`src/rtl/mem_arb_pkg.sv`:
```
// Shared types and constants for the three-client memory arbiter.
package mem_arb_pkg;
  localparam int NREQ      = 3;
  localparam int REQ_FETCH = 0;
  localparam int REQ_OPND  = 1;
  localparam int REQ_WR    = 2;

  typedef enum logic [1:0] {
    IDLE   = 2'd0,
    ACCESS = 2'd1,
    RESP   = 2'd2
  } state_t;
endpackage

```
`src/rtl/mem_arbiter_if.sv`:
```
// Client-side bus of the memory arbiter: per-requester req/we/addr/wdata in,
// gnt/rvalid strobes, shared rdata and busy out.
interface mem_arbiter_if #(
  parameter int n    = 8,
  parameter int NREQ = 3
);
  logic [NREQ-1:0]   req;
  logic [NREQ-1:0]   we;
  logic [NREQ*n-1:0] addr;
  logic [NREQ*n-1:0] wdata;
  logic [NREQ-1:0]   gnt;
  logic [NREQ-1:0]   rvalid;
  logic [n-1:0]      rdata;
  logic              busy;

  modport master (output req, we, addr, wdata, input gnt, rvalid, rdata, busy);
  modport slave  (input req, we, addr, wdata, output gnt, rvalid, rdata, busy);
endinterface

```
`src/rtl/mem_arbiter_rr_pick.sv`:
```
// Combinational winner selection. Round-robin from ptr by default;
// ARB_FIXED_PRIO_EN selects fixed priority (highest index wins) instead.
module rr_pick #(
  parameter int NREQ = 3,
  parameter int IDXW = $clog2(NREQ)
) (
  input  logic [NREQ-1:0] req,
  input  logic [IDXW-1:0] ptr,
  output logic [NREQ-1:0] win_oh,
  output logic [IDXW-1:0] win_idx,
  output logic            any
);
  assign any = |req;

`ifdef ARB_FIXED_PRIO_EN
  // Ascending scan: the last set bit (highest index) overrides earlier ones.
  always_comb begin
    win_oh  = '0;
    win_idx = '0;
    for (int i = 0; i < NREQ; i++) begin
      if (req[i]) begin
        win_oh    = '0;
        win_oh[i] = 1'b1;
        win_idx   = IDXW'(i);
      end
    end
  end
`else
  int  idx;
  logic found;

  always_comb begin
    win_oh  = '0;
    win_idx = '0;
    found   = 1'b0;
    idx     = 0;
    for (int k = 0; k < NREQ; k++) begin
      idx = (int'(ptr) + k) % NREQ;
      if (!found && req[idx]) begin
        found       = 1'b1;
        win_oh[idx] = 1'b1;
        win_idx     = IDXW'(idx);
      end
    end
  end
`endif
endmodule

```
`src/rtl/mem_arbiter.sv`:
```
// Single-port memory arbiter for fetch/operand/write clients (req/gnt, one
// access in flight). Build option: ARB_FIXED_PRIO_EN (fixed priority 2>1>0).
module mem_arbiter
  import mem_arb_pkg::*;
#(
  parameter int n    = 8,
  parameter int NREQ = mem_arb_pkg::NREQ
) (
  input  logic         clk,
  input  logic         reset,
  mem_arbiter_if.slave bus,
  output logic [n-1:0] mem_addr,
  output logic [n-1:0] mem_wdata,
  output logic         mem_we,
  output logic         mem_re,
  input  logic [n-1:0] mem_rdata
);
  localparam int IDXW = $clog2(NREQ);

  state_t          state_q, state_d;
  logic [IDXW-1:0] ptr_q, ptr_d;
  logic [IDXW-1:0] w_q, w_d;
  logic            we_q, we_d;
  logic [n-1:0]    addr_q, addr_d;
  logic [n-1:0]    wdata_q, wdata_d;
  logic [NREQ-1:0] gnt_q, gnt_d;
  logic [NREQ-1:0] rvalid_q, rvalid_d;
  logic            busy_q, busy_d;
  logic            mem_we_q, mem_we_d;
  logic            mem_re_q, mem_re_d;

  logic [NREQ-1:0] win_oh;
  logic [IDXW-1:0] win_idx;
  logic            any_req;

  rr_pick #(.NREQ(NREQ), .IDXW(IDXW)) u_pick (
    .req     (bus.req),
    .ptr     (ptr_q),
    .win_oh  (win_oh),
    .win_idx (win_idx),
    .any     (any_req)
  );

  always_comb begin
    state_d  = state_q;
    ptr_d    = ptr_q;
    w_d      = w_q;
    we_d     = we_q;
    addr_d   = addr_q;
    wdata_d  = wdata_q;
    gnt_d    = '0;
    rvalid_d = '0;
    mem_we_d = 1'b0;
    mem_re_d = 1'b0;
    unique case (state_q)
      IDLE: begin
        if (any_req) begin
          w_d      = win_idx;
          we_d     = bus.we[win_idx];
          addr_d   = bus.addr[int'(win_idx)*n +: n];
          wdata_d  = bus.wdata[int'(win_idx)*n +: n];
          // Outputs are registered, so the ACCESS-cycle strobes are set here.
          gnt_d    = win_oh;
          mem_we_d = bus.we[win_idx];
          mem_re_d = !bus.we[win_idx];
          state_d  = ACCESS;
        end
      end
      ACCESS: begin
        ptr_d = (w_q == IDXW'(NREQ-1)) ? '0 : w_q + 1'b1;
        if (we_q) begin
          state_d = IDLE;
        end else begin
          rvalid_d[w_q] = 1'b1;
          state_d       = RESP;
        end
      end
      RESP:    state_d = IDLE;
      default: state_d = IDLE;
    endcase
    busy_d = (state_d != IDLE);
  end

  always_ff @(posedge clk) begin
    if (reset) begin
      state_q  <= IDLE;
      ptr_q    <= '0;
      w_q      <= '0;
      we_q     <= 1'b0;
      addr_q   <= '0;
      wdata_q  <= '0;
      gnt_q    <= '0;
      rvalid_q <= '0;
      busy_q   <= 1'b0;
      mem_we_q <= 1'b0;
      mem_re_q <= 1'b0;
    end else begin
      state_q  <= state_d;
      ptr_q    <= ptr_d;
      w_q      <= w_d;
      we_q     <= we_d;
      addr_q   <= addr_d;
      wdata_q  <= wdata_d;
      gnt_q    <= gnt_d;
      rvalid_q <= rvalid_d;
      busy_q   <= busy_d;
      mem_we_q <= mem_we_d;
      mem_re_q <= mem_re_d;
    end
  end

  assign bus.gnt    = gnt_q;
  assign bus.rvalid = rvalid_q;
  assign bus.busy   = busy_q;
  assign bus.rdata  = (state_q == RESP) ? mem_rdata : '0;

  // A write caught by reset in ACCESS must not reach the array on that edge.
  assign mem_we    = mem_we_q & ~reset;
  assign mem_re    = mem_re_q;
  assign mem_addr  = addr_q;
  assign mem_wdata = wdata_q;
endmodule

```
`src/flat_wrapper.sv`:
```
// flat-port wrapper written by rule: the top's interface ports become plain ports
module mem_arbiter_flat import mem_arb_pkg::*;
#(
  parameter int n    = 8,
  parameter int NREQ = mem_arb_pkg::NREQ
)
  (clk, reset, mem_addr, mem_wdata, mem_we, mem_re, mem_rdata, bus_req, bus_we, bus_addr, bus_wdata, bus_gnt, bus_rvalid, bus_rdata, bus_busy);
  mem_arbiter_if #(.n(n), .NREQ(NREQ)) bus_i ();
  input  logic clk;
  input  logic reset;
  output logic [n-1:0] mem_addr;
  output logic [n-1:0] mem_wdata;
  output logic mem_we;
  output logic mem_re;
  input  logic [n-1:0] mem_rdata;
  input wire logic [$bits(bus_i.req)-1:0] bus_req;
  input wire logic [$bits(bus_i.we)-1:0] bus_we;
  input wire logic [$bits(bus_i.addr)-1:0] bus_addr;
  input wire logic [$bits(bus_i.wdata)-1:0] bus_wdata;
  output wire logic [$bits(bus_i.gnt)-1:0] bus_gnt;
  output wire logic [$bits(bus_i.rvalid)-1:0] bus_rvalid;
  output wire logic [$bits(bus_i.rdata)-1:0] bus_rdata;
  output wire logic [$bits(bus_i.busy)-1:0] bus_busy;
  assign bus_i.req = bus_req;
  assign bus_i.we = bus_we;
  assign bus_i.addr = bus_addr;
  assign bus_i.wdata = bus_wdata;
  assign bus_gnt = bus_i.gnt;
  assign bus_rvalid = bus_i.rvalid;
  assign bus_rdata = bus_i.rdata;
  assign bus_busy = bus_i.busy;
  mem_arbiter #(.n(n), .NREQ(NREQ)) u_core (.clk(clk), .reset(reset), .bus(bus_i), .mem_addr(mem_addr), .mem_wdata(mem_wdata), .mem_we(mem_we), .mem_re(mem_re), .mem_rdata(mem_rdata));
endmodule
```
`config.mk`:
```
export PLATFORM = sky130hd
export DESIGN_NAME = mem_arbiter_flat
export DESIGN_NICKNAME = d
export VERILOG_FILES = /design/src/rtl/mem_arb_pkg.sv /design/src/rtl/mem_arbiter_if.sv /design/src/rtl/mem_arbiter_rr_pick.sv /design/src/rtl/mem_arbiter.sv /design/src/flat_wrapper.sv
export SDC_FILE = /design/constraint.sdc
export NUM_CORES = 1
export LEC_CHECK = 0
export CAP_MARGIN = 40
export CELL_PAD_IN_SITES_DETAIL_PLACEMENT = 1
export CELL_PAD_IN_SITES_GLOBAL_PLACEMENT = 1
export CORE_ASPECT_RATIO = 0.8
export CORE_MARGIN = 2
export CORE_UTILIZATION = 25
export DETAILED_ROUTE_END_ITERATION = 10
export GPL_ROUTABILITY_DRIVEN = 0
export PLACE_DENSITY_LB_ADDON = 0.1
export SETUP_SLACK_MARGIN = 0.15
export SYNTH_ARGS = -nofsm -noshare
export SYNTH_HDL_FRONTEND = slang
export SYNTH_SLANG_ARGS = --single-unit
```
`constraint.sdc`:
```
create_clock -name clk -period 2.6 [get_ports clk]
set_input_delay 0.52 -clock clk [delete_from_list [all_inputs] [get_ports clk]]
set_output_delay 0.52 -clock clk [all_outputs]
set_load 0.03 [all_outputs]
```
==> flow_summary.ini <==
[outcome]
status = finished clean

[timing]
relSlewSlack_pct = 73.0
fmax_mhz = 436
setup_viol = 0
rsz0062_at_grt = false
drv_slew = 0
skew_ns = 0.0123
fin_setup_tns_ns = 0
fin_crit_ns = 2.29
finalHoldViolations = 0
min_period_over_period_pct = 88.3
tightest_slew_ns = 0.402

[power]
power_frac_comb_pct = 40.4
p_leak_nw = 1.14
peakVddDrop_v = 0.000222
p_total_mw = 1.64
p_per_area_nw_per_um2 = 558
switchingPower_mw = 0.568
pwr-share-clk_pct = 23.3
intPower_mw = 1.07
swShare_pct = 34.6
seq_power_share_pct = 36.3

[logic_synthesis]
synth_ff_type = dfxtp_1
synth_compound_area_share_pct = 17.1
synth-edff-count = 0
ys_ff_latch = 32
synthArstFlopShare_pct = 0
yosysTopAreaCell = dfxtp_1
synth.most_common_cell = dfxtp_1
syn_inst = 198
synthMuxAreaShare_pct = 12.2
synth-warning-count = 0
synthTopCellsByCount = 32 x dfxtp_1, 20 x nand2_1, 19 x mux2i_1, 19 x nand3_1, 17 x o211ai_1
synth_nets = 266
synthDistinctLibCells = 43
synth_xor_area_share_pct = 0
synthAdderAreaFrac_pct = 2.87
seq_area_frac_synth_pct = 36.8
netlist.area_leader.share_pct = 36.8
ys_top_cells_by_area = dfxtp_1 37%, mux2i_1 11%, o211ai_1 7.3%
netlist_area_um2 = 1740
syn_area_per_cell_um2 = 8.80
synth_top_family_by_area = simple AND/OR/NAND/NOR gates
synthSimpleGateAreaFrac_pct = 24.9

[layout]
fin_nets = 370
fin_area_um2 = 2940
area_growth_pct = 68.4
layout-drive-gt1-share_pct = 9.90
diodes = 0
fillers = 793
final_util_pct = 43.0

[drt]
drc = 0
vias_per_cell = 4.64
ant_nets = 0
drt_iter0_markers = 25
drt_pass1_iterations = 4
wl_per_cell_um = 14.3
via_count = 1810
wl_um = 5580

[cts]
cts_root_buf = clkbuf_8
clk_latency_ns = 0.28
htreeDepth = 2
clock_path_buffers = 2
numCtsBuffers = 5
post_cts_buffers = 0
cts.clk_slew.worst_paths_ns = 0.08
cts.sinks = 32
cts_tree = built

[global_routing]
antenna_found_initial = 0
grt_usage_pct = 14.7
first_global_vias = 1827
grt_max_degree = 19
grt_pass1_wl_um = 9110
grt.overflow.total = 0

[hold_path]
hold_class = flop to flop

[placed_design]
io_buffers = 96
hpwl_um = 4380
place_area_um2 = 2840

[critical_path]
path_delay_family = buffers and inverters
crit_path_top_delay_cell = clkdlybuf4s50_1
crit_chain = nor2b_2, and2_1, clkdlybuf4s50_1
max_stage_delay_ns = 0.67
critical_path_class = flop to output pin
crit_fanout = 8
cp-end-kind = output pin
crit_path_start_kind = flop
r2r_slack_ns = 0.35
critPathBufInv = 1
arrival_ns = 1.77
worstPathRequired_ns = 2.08

[floorplan]
coreArea_um2 = 6820
io_pins = 97
fp.dieW_um = 97.4
rows = 27
dieHeight_um = 78.7
dieArea_um2 = 7660
initial_utilization_pct = 25.5

[run]
cap_viol_max_count = 0
power groups by stage:
stage          sequential (mW)  clock (mW)  combinational [mW]
2_1_floorplan            0.700           0               0.280
4_1_cts                  0.595       0.397               0.669
3_5_place_dp             0.605           0               0.666
3_3_place_gp             0.602           0               0.665
6_report                 0.594       0.382               0.662
5_1_grt                  0.604       0.424               0.713
cell usage in the layout, fill, tap and decap left out, types with 2 or more instances in the layout:
cell,count
nor2_1,8
nand2b_1,4
nand2_1,20
nor3_1,4
a21oi_1,5
mux2i_1,19
a22oi_1,2
o21ai_1,3
nor2b_1,2
inv_1,8
buf_4,11
nand3_1,19
ha_1,3
dfxtp_1,32
o21a_1,2
clkdlybuf4s50_1,96
clkinvlp_4,2
o211ai_1,17
clkbuf_8,5
and2_1,10
nor3b_1,3
o21ai_0,4
path summary, 6_finish.rpt:
path | from | to | cells after the start
worst min-delay path | u_core.mem_wdata[2] | u_core.mem_wdata[2] | 2
worst max register to register | u_core.ptr_q[0] | u_core.mem_addr[1] | 8
worst min register to register | u_core.mem_wdata[2] | u_core.mem_wdata[2] | 2
worst max-delay path | u_core.state_q[1] | bus_rdata[5] | 3
per-stage QoR:
| step | hold slack, ns | std cells | worst slack, ns |
|---|---|---|---|
| final | 0.481 | 390 | 0.305 |
| after CTS | 0.488 | 390 | 0.156 |
| after floorplan | 0.436 | 198 | 0.520 |
| after global routing | 0.513 | 390 | 0.184 |
| after global placement | 0.454 | 382 | 0.192 |
| after detailed placement | 0.471 | 382 | 0.138 |
worst register-to-register path: cells and delay by family (launching register included):
family / cells / cell delay, ns
flops: 1 / 0.40
compound gates: 3 / 0.63
fa+ha+maj: 1 / 0.43
mux: 2 / 0.37
buf+inv: 2 / 0.29
registers in the layout (all words and copies together), names as in the netlist:
register and cells:
u_core.bus.busy 1, u_core.bus.gnt 3, u_core.bus.rvalid 3, u_core.mem_addr 8, u_core.mem_re 1, u_core.mem_wdata 8
u_core.mem_we_q 1, u_core.ptr_q 2, u_core.state_q 2, u_core.w_q 2, u_core.we_q 1
repair_timing:
| item | CTS | global route |
|---|---|---|
| endpoints found under the setup margin | 0 | 9 |
| resized for setup | 0 | 2 |
| hold buffers | 0 | 0 |
final cells by class:
class | instances | area [um^2] | area share, %
clock buffers | 5 | 68.8 | 2.34
clock inverters | 3 | 23.8 | 0.810
inverters | 8 | 30.0 | 1.02
multi-input cells | 147 | 1000 | 34.1
flip-flops and latches | 32 | 641 | 21.8
well taps | 87 | 109 | 3.71
repair buffers | 108 | 1060 | 36.2
layer usage:
layer	up-vias	wire length [um]	track usage [%]
li1	918	-	-
met1	846	2710	19.8
met5	-	0	0
met3	2	337	4.54
met2	44	2510	23.4
met4	0	19	2.50
cells by family after synthesis:
group | after synthesis
buffers and inverters | 19
AO/OA/AOI/OAI | 41
AND/OR/NAND/NOR | 81
flip-flops | 32
adder cells (fa/ha/maj) | 4
multiplexers | 21
Note: power is estimated with default switching activity, not from simulation.
